`src/rtl/output_argmax_scorer.sv`:
```
// Serial signed argmax over an NC-element output vector scored against its label, with saturating accuracy counters.
// Result valid NC cycles after the capture cycle; both input readies stay low from capture until the result handshake. OUTPUT_ARGMAX_SCORER_MARGIN_EN adds oMargin.
module output_argmax_scorer #(
  parameter int NP   = 7,
  parameter int NC   = 6,
  parameter int WF   = 5,
  parameter int WCNT = 16,
  localparam int WO  = $clog2(NP) + 1 + WF,
  localparam int WL  = $clog2(NC)
) (
  input  logic              iCLK,
  input  logic              iRST,
  input  logic              iClear,
  input  logic              iValid_AM_Output,
  output logic              oReady_AM_Output,
  input  logic [NC*WO-1:0]  iData_AM_Output,
  input  logic              iValid_AS_Label,
  output logic              oReady_AS_Label,
  input  logic [WL-1:0]     iData_AS_Label,
  output logic              oValid_BM_Result,
  input  logic              iReady_BM_Result,
  output logic [WL:0]       oData_BM_Result,
  output logic [WCNT-1:0]   oCount_Total,
  output logic [WCNT-1:0]   oCount_Hit
`ifdef OUTPUT_ARGMAX_SCORER_MARGIN_EN
  ,
  output logic signed [WO:0] oMargin
`endif
);

  localparam logic [1:0] ST_IDLE = 2'd0;
  localparam logic [1:0] ST_SCAN = 2'd1;
  localparam logic [1:0] ST_DONE = 2'd2;
  localparam logic [WCNT-1:0] CNT_MAX = '1;

  logic [1:0]            state;
  logic                  got_vec;
  logic                  got_lab;
  logic [NC*WO-1:0]      vec_q;
  logic [WL-1:0]         lab_q;
  logic signed [WO-1:0]  best;
  logic [WL-1:0]         best_idx;
  logic [WL-1:0]         idx;
  logic signed [WO-1:0]  cur;
  logic signed [WO-1:0]  elem0;
  logic                  vec_hs;
  logic                  lab_hs;
  logic                  res_hs;
  logic                  upd;
  logic [WL-1:0]         nxt_idx;
  logic                  hit_now;

  assign vec_hs  = iValid_AM_Output && oReady_AM_Output;
  assign lab_hs  = iValid_AS_Label && oReady_AS_Label;
  assign res_hs  = oValid_BM_Result && iReady_BM_Result;
  assign elem0   = got_vec ? vec_q[WO-1:0] : iData_AM_Output[WO-1:0];
  assign upd     = cur > best;
  assign nxt_idx = upd ? idx : best_idx;
  assign hit_now = (nxt_idx == lab_q);

  always_comb begin
    cur = vec_q[WO-1:0];
    for (int i = 0; i < NC; i++) begin
      if (idx == WL'(i)) cur = vec_q[i*WO +: WO];
    end
  end

`ifdef OUTPUT_ARGMAX_SCORER_MARGIN_EN
  localparam logic signed [WO-1:0] ELEM_MIN = {1'b1, {(WO-1){1'b0}}};
  logic signed [WO-1:0] second;
  logic signed [WO-1:0] best_nxt;
  logic signed [WO-1:0] sec_nxt;

  // A tie with best lands in second, so equal top values give a zero margin.
  always_comb begin
    best_nxt = upd ? cur : best;
    sec_nxt  = upd ? best : ((cur > second) ? cur : second);
  end

  always_ff @(posedge iCLK) begin
    if (iRST) begin
      second  <= ELEM_MIN;
      oMargin <= '0;
    end else if (state == ST_IDLE) begin
      second <= ELEM_MIN;
    end else if (state == ST_SCAN) begin
      second <= sec_nxt;
      if (idx == WL'(NC-1))
        oMargin <= {best_nxt[WO-1], best_nxt} - {sec_nxt[WO-1], sec_nxt};
    end
  end
`endif

  always_ff @(posedge iCLK) begin
    if (iRST) begin
      state            <= ST_IDLE;
      got_vec          <= 1'b0;
      got_lab          <= 1'b0;
      vec_q            <= '0;
      lab_q            <= '0;
      best             <= '0;
      best_idx         <= '0;
      idx              <= '0;
      oReady_AM_Output <= 1'b1;
      oReady_AS_Label  <= 1'b1;
      oValid_BM_Result <= 1'b0;
      oData_BM_Result  <= '0;
    end else begin
      case (state)
        ST_IDLE: begin
          if (vec_hs) begin
            vec_q            <= iData_AM_Output;
            got_vec          <= 1'b1;
            oReady_AM_Output <= 1'b0;
          end
          if (lab_hs) begin
            lab_q           <= iData_AS_Label;
            got_lab         <= 1'b1;
            oReady_AS_Label <= 1'b0;
          end
          if ((got_vec || vec_hs) && (got_lab || lab_hs)) begin
            state    <= ST_SCAN;
            best     <= elem0;
            best_idx <= '0;
            idx      <= WL'(1);
          end
        end
        ST_SCAN: begin
          if (upd) begin
            best     <= cur;
            best_idx <= idx;
          end
          idx <= idx + 1'b1;
          if (idx == WL'(NC-1)) begin
            state            <= ST_DONE;
            oValid_BM_Result <= 1'b1;
            oData_BM_Result  <= {hit_now, nxt_idx};
          end
        end
        ST_DONE: begin
          if (iReady_BM_Result) begin
            state            <= ST_IDLE;
            oValid_BM_Result <= 1'b0;
            oReady_AM_Output <= 1'b1;
            oReady_AS_Label  <= 1'b1;
            got_vec          <= 1'b0;
            got_lab          <= 1'b0;
          end
        end
        default: state <= ST_IDLE;
      endcase
    end
  end

  // Clear wins over a coincident result handshake.
  always_ff @(posedge iCLK) begin
    if (iRST || iClear) begin
      oCount_Total <= '0;
      oCount_Hit   <= '0;
    end else if (res_hs) begin
      if (oCount_Total != CNT_MAX) oCount_Total <= oCount_Total + 1'b1;
      if (oData_BM_Result[WL] && (oCount_Hit != CNT_MAX)) oCount_Hit <= oCount_Hit + 1'b1;
    end
  end

endmodule

```
`config.mk`:
```
export PLATFORM = sky130hd
export DESIGN_NAME = output_argmax_scorer
export DESIGN_NICKNAME = d
export VERILOG_FILES = /design/src/rtl/output_argmax_scorer.sv
export SDC_FILE = /design/constraint.sdc
export NUM_CORES = 1
export LEC_CHECK = 0
export CORE_ASPECT_RATIO = 0.75
export CORE_MARGIN = 5
export CORE_UTILIZATION = 31
export DETAILED_ROUTE_END_ITERATION = 8
export GPL_ROUTABILITY_DRIVEN = 0
export PLACE_DENSITY = 0.6
export SLEW_MARGIN = 40
export SYNTH_ARGS = -nofsm -noshare
export SYNTH_HDL_FRONTEND = slang
export SYNTH_SLANG_ARGS = --single-unit
```
`constraint.sdc`:
```
create_clock -name iCLK -period 4 [get_ports iCLK]
set_input_delay 0.8 -clock iCLK [delete_from_list [all_inputs] [get_ports iCLK]]
set_output_delay 0.8 -clock iCLK [all_outputs]
set_load 0.02 [all_outputs]
```
==> results.md <==
* Status: finished, final reports clean
* Total Nets Final at 880
* Setup WS pre-CTS at approximately 0.29 ns
* Buffers & Inverters on Critical Path at 3
* CP endpoint kind: flop
* Area grow syn2layout at 33.0%
* Ordered list of cells on the worst path: inv_1 -> ha_1 -> nor2b_1 -> buf_4 -> a22o_1 -> a22oi_1 -> o21ai_1 -> nor2_1 -> a21oi_1 -> ha_1 -> o31a_1 -> o221ai_1 -> o21ba_2 -> buf_4 -> a2bb2oi_1 -> nor2_1
* Slew headroom at 0.489
* DR vias/cell at 5.01
* Largest stage delay, worst path at about 0.52 ns
* Sink Count at 115
* Antenna Cells at 0
* Core ar. at 0.0177 sq mm
* CP max-delay cell: ha_1
* DRT Pass-1 Iters at 5
* Antenna-violating nets left at 0
* Worst path depth at 16
* Top delay family on crit path: compound AO/OA/AOI/OAI gates
* Die X at 165 um
* Largest net degree at the start of global routing at 56
* Finished Core Util at 0.421
* Final min period at 3.63 ns
* Per-instance average area after synthesis at 7.84 sq um
* Async SR Flop Fraction at 0
* Hold WC Path Type: flop to flop
* Rows at 42
* Cts hold-fix bufs at 0
* Die Ht at 126 um
* Sequential cell area at 0.00230 sq mm
* WL per Instance at 14.9 um
* CTS Buffer Depth at 2
* Multi-input logic area at ~0.0031 sq mm
* Drt initial violations at between 500 and 600
* First-pass GRT wire length at 25.4 mm
* Gate Count Post-Synth at 715
* PnR worst setup slack at 0.373 ns
* Worst Skew at 0.00780 ns
* Slew @ Worst Pin at ~0.76 ns
* Crit path max fanout at 14
* Vias in the first global route at about 4800
* Final worst path period share at 0.907
* Fraction of layout cells with a size suffix above 1 at 0.0651
* Initial antenna violation count at 0
* CP startpoint kind: flop
* Synthesized cell area at roughly 0.0056 sq mm
* Yosys Warn Count at 0
* Fin Setup TNS at 0 ns
* CTS tree: yes
* Max Fclk at 276 MHz
* Number of flops mapped to enable cells by yosys at 0
* I/O pin count at 102
* CTS root buffer: clkbuf_16
* Synthesized flop and latch total at 115
* Gr ovfl total at 0
* Path depth of the worst reg2reg path at 16
* All-Layer GR Usage at 0.151
* Final slew viol count at 0
* Residual DRC at 0
* Post-CTS Setup Inserts at 0
* Initial core utilization at 0.317
* Distinct cells, synth at 53
* Fillers at 1804
* Final setup viols at 0
* Die area at 0.0209 sq mm
* Detailed placement HPWL at approximately 12 mm
* Most frequent cells in the layout: nand2_1 (142), dfxtp_1 (113), clkdlybuf4s50_1 (100), a21oi_1 (88), nor2_1 (75)
* Most common cell after layout, fill and taps aside: nand2_1
* Critical path class: flop to flop
* Reg clk slew, reported paths at roughly 0.050 ns
* Arrival @ worst endpoint at 3.90 ns
* Worst Hold Path Cells at 2
* Register area share after synthesis at 0.410
* Post-Route WL at between 15 and 20 mm
* Pwr dens at 479 mW/mm^2
* RSZ-0062 raised after global routing: no
* Most used DFF post-synth: dfxtp_1
* CP required at ~4.3 ns
* Vias at 5286
* I/O Buffers at 101
* Cts bufs inserted at 17
* Hold Vio Cnt, Final at 0
* # H-tree levels at 4
* P_leak at about 0.0026 uW
* Max cap viols at 0
* Worst skew pair latency at just over 0.4 ns
* VDD IR max at 0.000351 V
* Synth Net Count at 794
-- per-stage QoR --
step	cell area [sq um]	power [uW]	hold slack (ns)	instances
6_report	7460	3580	0.458	1056
5_1_grt	7460	3740	0.479	1056
4_1_cts	7460	3590	0.459	1056
3_5_place_dp	6810	1930	0.451	1024
3_3_place_gp	6800	1930	0.447	1024
2_1_floorplan	5610	1740	0.436	715
-- routing by layer --
layer | track usage | up-vias | wire length, um
li1 | - | 2684 | -
met1 | 0.231 | 2446 | 8050
met2 | 0.202 | 141 | 6610
met3 | 0.0483 | 15 | 961
met4 | 0.0364 | 0 | 157
met5 | 0 | - | 0
-- sequential cells by signal, indices dropped and copies added (netlist names) --
signal / cells
best: 9
best_idx: 3
got_lab: 1
got_vec: 1
idx: 3
lab_q: 3
oCount_Hit: 16
oCount_Total: 16
oData_BM_Result: 4
oReady_AM_Output: 1
oReady_AS_Label: 1
oValid_BM_Result: 1
state: 2
vec_q: 54
-- cells in the mapped netlist (4+ instances only) --
cell	count	share of area
xnor2_1	10	0.016
and4_1	8	0.012
a221oi_1	10	0.016
dfxtp_1	115	0.41
nor3_1	6	0.0054
o21ai_1	18	0.016
nand2_1	142	0.095
nand2b_1	7	0.0078
a21oi_1	88	0.079
o21ai_0	10	0.0089
buf_2	8	0.0071
or3_1	5	0.0056
nand3_1	15	0.013
nor2b_1	4	0.0045
o22ai_1	10	0.011
xor2_1	15	0.023
a22o_1	9	0.014
inv_1	15	0.010
nand4_1	10	0.011
and3_1	8	0.0089
o31ai_1	9	0.012
o211ai_1	9	0.012
clkbuf_1	31	0.021
nor2_1	75	0.050
mux2i_1	12	0.021
ha_1	16	0.036
a22oi_1	10	0.013
-- worst paths after layout --
kind,endpoint,slack (ns),startpoint
setup / recovery,best_idx[1]$_SDFFE_PP0P_,0.37,idx[1]$_SDFFE_PP0P_
hold / removal,vec_q[31]$_SDFFE_PP0P_,0.46,vec_q[31]$_SDFFE_PP0P_
setup reg to reg,best_idx[1]$_SDFFE_PP0P_,0.37,idx[1]$_SDFFE_PP0P_
hold reg to reg,vec_q[31]$_SDFFE_PP0P_,0.46,vec_q[31]$_SDFFE_PP0P_
-- worst register-to-register path, stage by stage (launching register included) --
cell and delay [ns]:
dfxtp_2 0.39, inv_1 0.11, ha_1 0.29, nor2b_1 0.17, buf_4 0.17, a22o_1 0.18
a22oi_1 0.16, o21ai_1 0.11, nor2_1 0.12, a21oi_1 0.05, ha_1 0.52, o31a_1 0.38
o221ai_1 0.17, o21ba_2 0.27, buf_4 0.18, a2bb2oi_1 0.17, nor2_1 0.05
-- report_power, final --
part | internal [uW] | switching (uW)
clock | 1120 | 527
sequential | 1210 | 50.1
combinational | 277 | 386
total | 2610 | 963
-- repair_timing --
| action | in CTS | in global routing |
|---|---|---|
| endpoints found under the setup margin | 0 | 16 |
| endpoints found under the hold margin | 0 | 0 |
| resized for setup | 0 | 3 |
-- final cells by class --
cell class / count / share of cell area
Multi-Input combinational cell: 539 / 0.411
Sequential cell: 115 / 0.309
Clock buffer: 24 / 0.0672
Inverter: 19 / 0.00956
Tap cell: 242 / 0.0406
Clock inverter: 8 / 0.0196
Timing Repair Buffer: 109 / 0.143
-- cells by family after synthesis --
kind of cell,synth area share
compound gates,0.217
flops,0.410
fa+ha+maj,0.0357
simple gates,0.233
mux,0.0214
xor+xnor,0.0390
buf+inv,0.0439
Power figures use the tool's default switching activity.
==> RTL edit 1: new RTL, same flow settings <==
Register the output `oCount_Total` once more, cleared by the reset; this adds one clock of latency there. The other outputs are not delayed to match.
--- a/src/rtl/output_argmax_scorer.sv
+++ b/src/rtl/output_argmax_scorer.sv
@@ -32,6 +32,8 @@
   localparam logic [1:0] ST_SCAN = 2'd1;
   localparam logic [1:0] ST_DONE = 2'd2;
   localparam logic [WCNT-1:0] CNT_MAX = '1;
+
+  logic [WCNT-1:0] oCount_Total_s0;
 
   logic [1:0]            state;
   logic                  got_vec;
@@ -155,11 +157,19 @@
   // Clear wins over a coincident result handshake.
   always_ff @(posedge iCLK) begin
     if (iRST || iClear) begin
-      oCount_Total <= '0;
+      oCount_Total_s0 <= '0;
       oCount_Hit   <= '0;
     end else if (res_hs) begin
-      if (oCount_Total != CNT_MAX) oCount_Total <= oCount_Total + 1'b1;
+      if (oCount_Total_s0 != CNT_MAX) oCount_Total_s0 <= oCount_Total_s0 + 1'b1;
       if (oData_BM_Result[WL] && (oCount_Hit != CNT_MAX)) oCount_Hit <= oCount_Hit + 1'b1;
+    end
+  end
+
+  always_ff @(posedge iCLK) begin
+    if (iRST) begin
+      oCount_Total <= '0;
+    end else begin
+      oCount_Total <= oCount_Total_s0;
     end
   end
 
Check against the original RTL: not equivalent (a bounded check fails within 10 cycles, from zero or initial values and one cycle with iRST high).
==> RTL edit 1 against the unedited design <==
- final area up 5.3%
- setup slack got worse by 31 ps
- synthesized cell count up 4.3%
- sequential cell count rose by 16
- via count up 0.70%
- area after synthesis is 6.6% higher
- total power up 0.98%
- worst hold slack worse by 4.2 ps
- cell count increased by 4.4%
- largest cell class unchanged
- routed wire length is 3.2% higher
- global-route usage shrank 0.40 points
- clock skew is essentially flat
- maximum frequency decreased by 0.84%
==> RTL edit 1: results (changes against the unedited design) <==
| Metric | Reported | Unit | Change |
| --- | --- | --- | --- |
| Run status | finished clean | - |  |
| Share of post-route cells with drive strength above 1 | 7.18 | % | +0.67 points |
| Number of antenna violations at the first check in global routing | 1 | - | +1 |
| First-pass GRT wire length | 25.9 | mm | +2.0% |
| Synth Net Count | 825 | - | +3.9% |
| Wire length on met1 | 8.40 | mm | +4.4% |
| End point of the worst hold path | vec_q[44] | - |  |
| Total wirelength of the detailed-routed design | 16.3 | mm | +3.2% |
| Final net count | 915 | - | +4.0% |
| CP max stage cell | o22ai_1 | - |  |
| Max Used Layer | met5 | - |  |
| Worst-path fanout max | 9 | - | -5 |
| Number of flip-flops under the largest register name | 54 | - | unchanged |
| Register area share after synthesis | 43.8 | % | +2.8 points |
| Leakage power total | 0.00277 | uW | +5.4% |
| End of the worst register-to-register path | oData_BM_Result[0] | - |  |
| Post-place instance area | 7210 | um^2 | +5.9% |
| Clock Skews | 7.72 | ps | -0.0862 ps |
| Port-buffer cells | 101 | - | unchanged |
| Synth cell count leaders | nand2_1, dfxtp_1, a21oi_1 | - |  |
| Most flop-heavy register | vec_q | - |  |
| Worst ir drop on vdd | 0.312 | mV | -11% |
| Fill count | 1938 | - | +7.4% |
| Number of cells in the design after placement | 1068 | - | +4.3% |
| Headroom to the max-slew limit | 49.2 | % | +0.25 points |
| Cell types with the largest area share after synthesis | dfxtp_1, nand2_1, a21oi_1 | - |  |
| Detail Route met2 WL | 6.76 | mm | +2.3% |
| Tot GR Track Use | 14.7 | % | -0.40 points |
| Mean instance size in the synthesized netlist | 8.02 | um^2 | +2.2% |
| Number of different library cells in the post-synthesis netlist | 49 | - | -7.5% |
| Routed vias/inst | 4.83 | - | -3.5% |
| Max stage delay on crit path | 480 | ps | -40 ps |
| DP HPWL | 11.6 | mm | +1.0% |
| Minimum setup slack among reg-to-reg paths | 340 | ps | -30 ps |
| Number of cells on the worst reg-to-reg path | 17 | - | +1 |
| Maximum number of pins on one net before global-route repair | 72 | - | +29% |
| Start of the worst register-to-register path | idx[0] | - |  |
| WL/cell | 14.8 | um | -1.1% |
| Critical hold path startpoint | vec_q[44] | - |  |
| Number of DRC violations after detailed-routing iteration 0 | 342 | - | -35% |
RTL edit 1: changes by cell type after synthesis, sizes merged, moves of 6 or more:
cell | before | now
o211ai | 9 | 0
dfxtp | 115 | 131
a22o | 9 | 0
nor2b | 4 | 20
o21ai | 28 | 38
o31ai | 9 | 0
xor2 | 15 | 21
nand3b | 2 | 10
RTL edit 1: kinds of logic after synthesis:
kind of cell               after synthesis  synth area share [%]
and+or+nand+nor                        318                  24.3
AOI/OAI and AO/OA                      175                  17.1
muxes                                   14                  2.34
adders and majority gates               16                  3.35
buffers and inverters                   57                  3.87
xor gates and xnor gates                35                  5.12
DFF                                    131                  43.8
RTL edit 1: what timing repair did:
action | in CTS | in global routing
setup buffers | 0 | 2
setup endpoints to repair | 0 | 16
gates resized for setup | 0 | 13
hold buffers | 0 | 0
endpoints found under the hold margin | 0 | 0
RTL edit 1: through the flow:
stage	hold WS, ps	setup slack [ps]
2_1_floorplan	436	624
3_5_place_dp	447	172
6_report	454	343
4_1_cts	455	156
5_1_grt	472	-29.7
3_3_place_gp	446	230
RTL edit 1: layout make-up:
cell class	instances	area, um^2	area share (%)
well taps	253	317	4.03
clock buffers	23	478	6.08
multi-input cells	558	3180	40.5
inverters	16	60.1	0.764
repair buffers	112	1090	13.9
flip-flops and latches	131	2630	33.4
clock inverters	9	104	1.32
RTL edit 1: worst min-delay path, delay by kind of cell, from the launching register on:
| family | cells | cell delay, ps |
|---|---|---|
| AO/OA/AOI/OAI | 1 | 50 |
| AND/OR/NAND/NOR | 1 | 50 |
| flip-flops | 1 | 310 |
RTL edit 1: worst max-delay path by stage:
| stage | from | to | slack, ps |
|---|---|---|---|
| detailed placement | idx[0] | best_idx[2] | 170 |
| global placement | idx[0] | oData_BM_Result[3] | 230 |
| finish | idx[0] | oData_BM_Result[0] | 340 |
| global route | idx[0] | oData_BM_Result[3] | -30 |
| CTS | idx[0] | best_idx[2] | 160 |
| floorplan | idx[0] | oData_BM_Result[3] | 620 |
RTL edit 1: per-layer routing:
metal	track usage (%)	vias to the layer above
met2	20.2	113
met3	5.03	18
met5	0	-
li1	-	2746
met1	21.6	2444
met4	4.27	2
RTL edit 1: power by group:
part,internal (uW),switching (uW)
Clock,962,554
Combinational,274,396
Sequential,1370,55.9
Total,2610,1010
==> RTL edit 2: new RTL, config.mk and constraints unchanged <==
Without the edit above. The option `OUTPUT_ARGMAX_SCORER_MARGIN_EN` is turned on by a define.
--- a/src/rtl/output_argmax_scorer.sv
+++ b/src/rtl/output_argmax_scorer.sv
@@ -1,5 +1,7 @@
 // Serial signed argmax over an NC-element output vector scored against its label, with saturating accuracy counters.
 // Result valid NC cycles after the capture cycle; both input readies stay low from capture until the result handshake. OUTPUT_ARGMAX_SCORER_MARGIN_EN adds oMargin.
+`define OUTPUT_ARGMAX_SCORER_MARGIN_EN
+
 module output_argmax_scorer #(
   parameter int NP   = 7,
   parameter int NC   = 6,
Function (old outputs only; new: oMargin): kept (equiv_simple and equiv_induct, registers matched by name and starting in step).
==> RTL edit 2 against the unedited design <==
- the flow now finishes with violations (setup timing)
- count of clock-buffer cells in the layout is 5 lower
- sequential cell count is 19 higher
- first-iteration DRC count is 12% lower
- total power is 67% higher
- non-clock buffer count is 111 higher
- setup slack worse by 1000 ps
- routed wire length is 35% higher
- area after synthesis is 26% higher
- final area is 38% higher
- largest cell class unchanged
- largest power group is now combinational logic
==> RTL edit 2: results (changes against the unedited design) <==
| Metric | Reported | Unit | Change |
| --- | --- | --- | --- |
| Tot GR Track Use | 16.3 | % | +1.2 points |
| Synth Net Count | 986 | - | +24% |
| Largest delay share family, worst path | compound AO/OA/AOI/OAI gates | - |  |
| Leakage power total | 0.00392 | uW | +49% |
| Violations in the final reports | setup timing | - |  |
| Cell types with the largest area share after synthesis | dfxtp_1, a21oi_1, nand2_1 | - |  |
| Final net count | 1176 | - | +34% |
| Post-Place Worst Slack | -762 | ps | -1050 ps |
| First-pass iteration count of the detailed router | 7 | - | +2 |
| CTS Root Cell | clkbuf_16 | - |  |
| Via count of the first global-routing pass | 6564 | - | +38% |
| Insertion delay of the later-clocked pin in the worst-skew pair | 430 | ps | +20 ps |
| Met1 routing resource usage after global routing | 24.8 | % | +1.7 points |
| CP max stage cell | o311a_4 | - |  |
| DP HPWL | 15.7 | mm | +36% |
| Setup slack of the critical path after layout | -664 | ps | -1040 ps |
| Post-place instance area | 9170 | um^2 | +35% |
| Port-buffer cells | 111 | - | +9.9% |
| Share of post-route cells with drive strength above 1 | 22.2 | % | +16 points |
| Count of antenna diodes in the layout | 0 | - | unchanged |
| Fraction of registers with async set/reset | 0 | % | unchanged |
| WL/cell | 15.4 | um | +3.2% |
| Register area share after synthesis | 38.0 | % | -3.0 points |
| Maximum number of pins on one net before global-route repair | 72 | - | +29% |
| Met3 track utilization from global routing | 3.66 | % | -1.2 points |
| DRC violation count after routing | 0 | - | unchanged |
| Number of different library cells in the post-synthesis netlist | 66 | - | +25% |
| Worst-path fanout max | 8 | - | -6 |
| Met2 track utilization from global routing | 23.4 | % | +3.1 points |
| Worst slew pin tran | 776 | ps | +14.6 ps |
| Number of DRC violations after detailed-routing iteration 0 | 460 | - | -12% |
| CTS max path bufs | 2 | - | unchanged |
| Yosys warns | 0 | - | unchanged |
| First-pass GRT wire length | 34.3 | mm | +35% |
| Worst ir drop on vdd | 0.404 | mV | +15% |
| Synth cell count leaders | nand2_1, dfxtp_1, a21oi_1 | - |  |
| Clock Skews | 12.9 | ps | +5.12 ps |
| Final setup viols | 10 | - | +10 |
| Max stage delay on crit path | 400 | ps | -120 ps |
| Routed vias/inst | 4.93 | - | -1.4% |
| Run status | finished with violations | - |  |
## RTL edit 2: cell type report
| class | instances | area (um^2) |
|---|---|---|
| Clock inverter | 13 | 169 |
| Inverter | 42 | 169 |
| Timing Repair Buffer | 220 | 2050 |
| Fill cell | 2170 | 11900 |
| Clock buffer | 19 | 443 |
| Sequential cell | 134 | 2690 |
| Multi-Input combinational cell | 663 | 4420 |
| Tap cell | 294 | 368 |
## RTL edit 2: worst paths after layout
path / cells after the start / start / end
worst max-delay path: 24 / idx[0] / oMargin[8]
worst min-delay path: 2 / oData_BM_Result[2] / oData_BM_Result[2]
worst max register to register: 24 / idx[0] / oMargin[8]
worst min register to register: 2 / oData_BM_Result[2] / oData_BM_Result[2]
## RTL edit 2: cells by family (layout without fill, tap and decap cells)
| kind of cell | Yosys count | after routing | synth area share, % |
|---|---|---|---|
| mux | 29 | 29 | 4.45 |
| buf+inv | 91 | 294 | 5.34 |
| simple gates | 341 | 341 | 21.7 |
| flops | 134 | 134 | 38.0 |
| xor+xnor | 33 | 33 | 4.10 |
| compound gates | 225 | 225 | 20.1 |
| fa+ha+maj | 35 | 35 | 6.32 |
## RTL edit 2: report_power, final
group          total (uW)  switching [uW]  internal [uW]
Sequential           1480            70.9           1410
Clock                1640             634           1010
Combinational        2860            1360           1510
## RTL edit 2: tightest hold or removal path: stages, from the launching register on
cell	delay, ps
dfxtp_1	310
nand2_1	50
a21oi_1	50
## RTL edit 2: per-layer routing
metal	routed length, um	share of wire [%]	vias to the layer above
met1	11000	52	3199
met5	0	0	-
li1	-	-	3465
met4	193	0.90	0
met2	8930	42	155
met3	1210	5.7	14
## RTL edit 2: metrics by stage
| step | setup TNS (ps) | instances | power, uW | utilization [%] | hold WS [ps] |
|---|---|---|---|---|---|
| after floorplan | -2480 | 888 | 2920 | - | 436 |
| after global placement | -3520 | 1330 | 3730 | 41.2 | 443 |
| after global routing | -5820 | 1385 | 6320 | 46.4 | 479 |
| after detailed placement | -4310 | 1330 | 3740 | 41.3 | 448 |
| final | -3700 | 1385 | 5980 | 46.4 | 458 |
| after CTS | -3230 | 1378 | 5730 | 45.3 | 455 |
## RTL edit 2: repair_timing
| item | in CTS | in global routing |
|---|---|---|
| hold buffers | 0 | 0 |
| pin swaps | 17 | 14 |
| setup endpoints to repair | 9 | 11 |
| resized for setup | 30 | 40 |
| cloned | 0 | 1 |
| setup buffers | 17 | 8 |
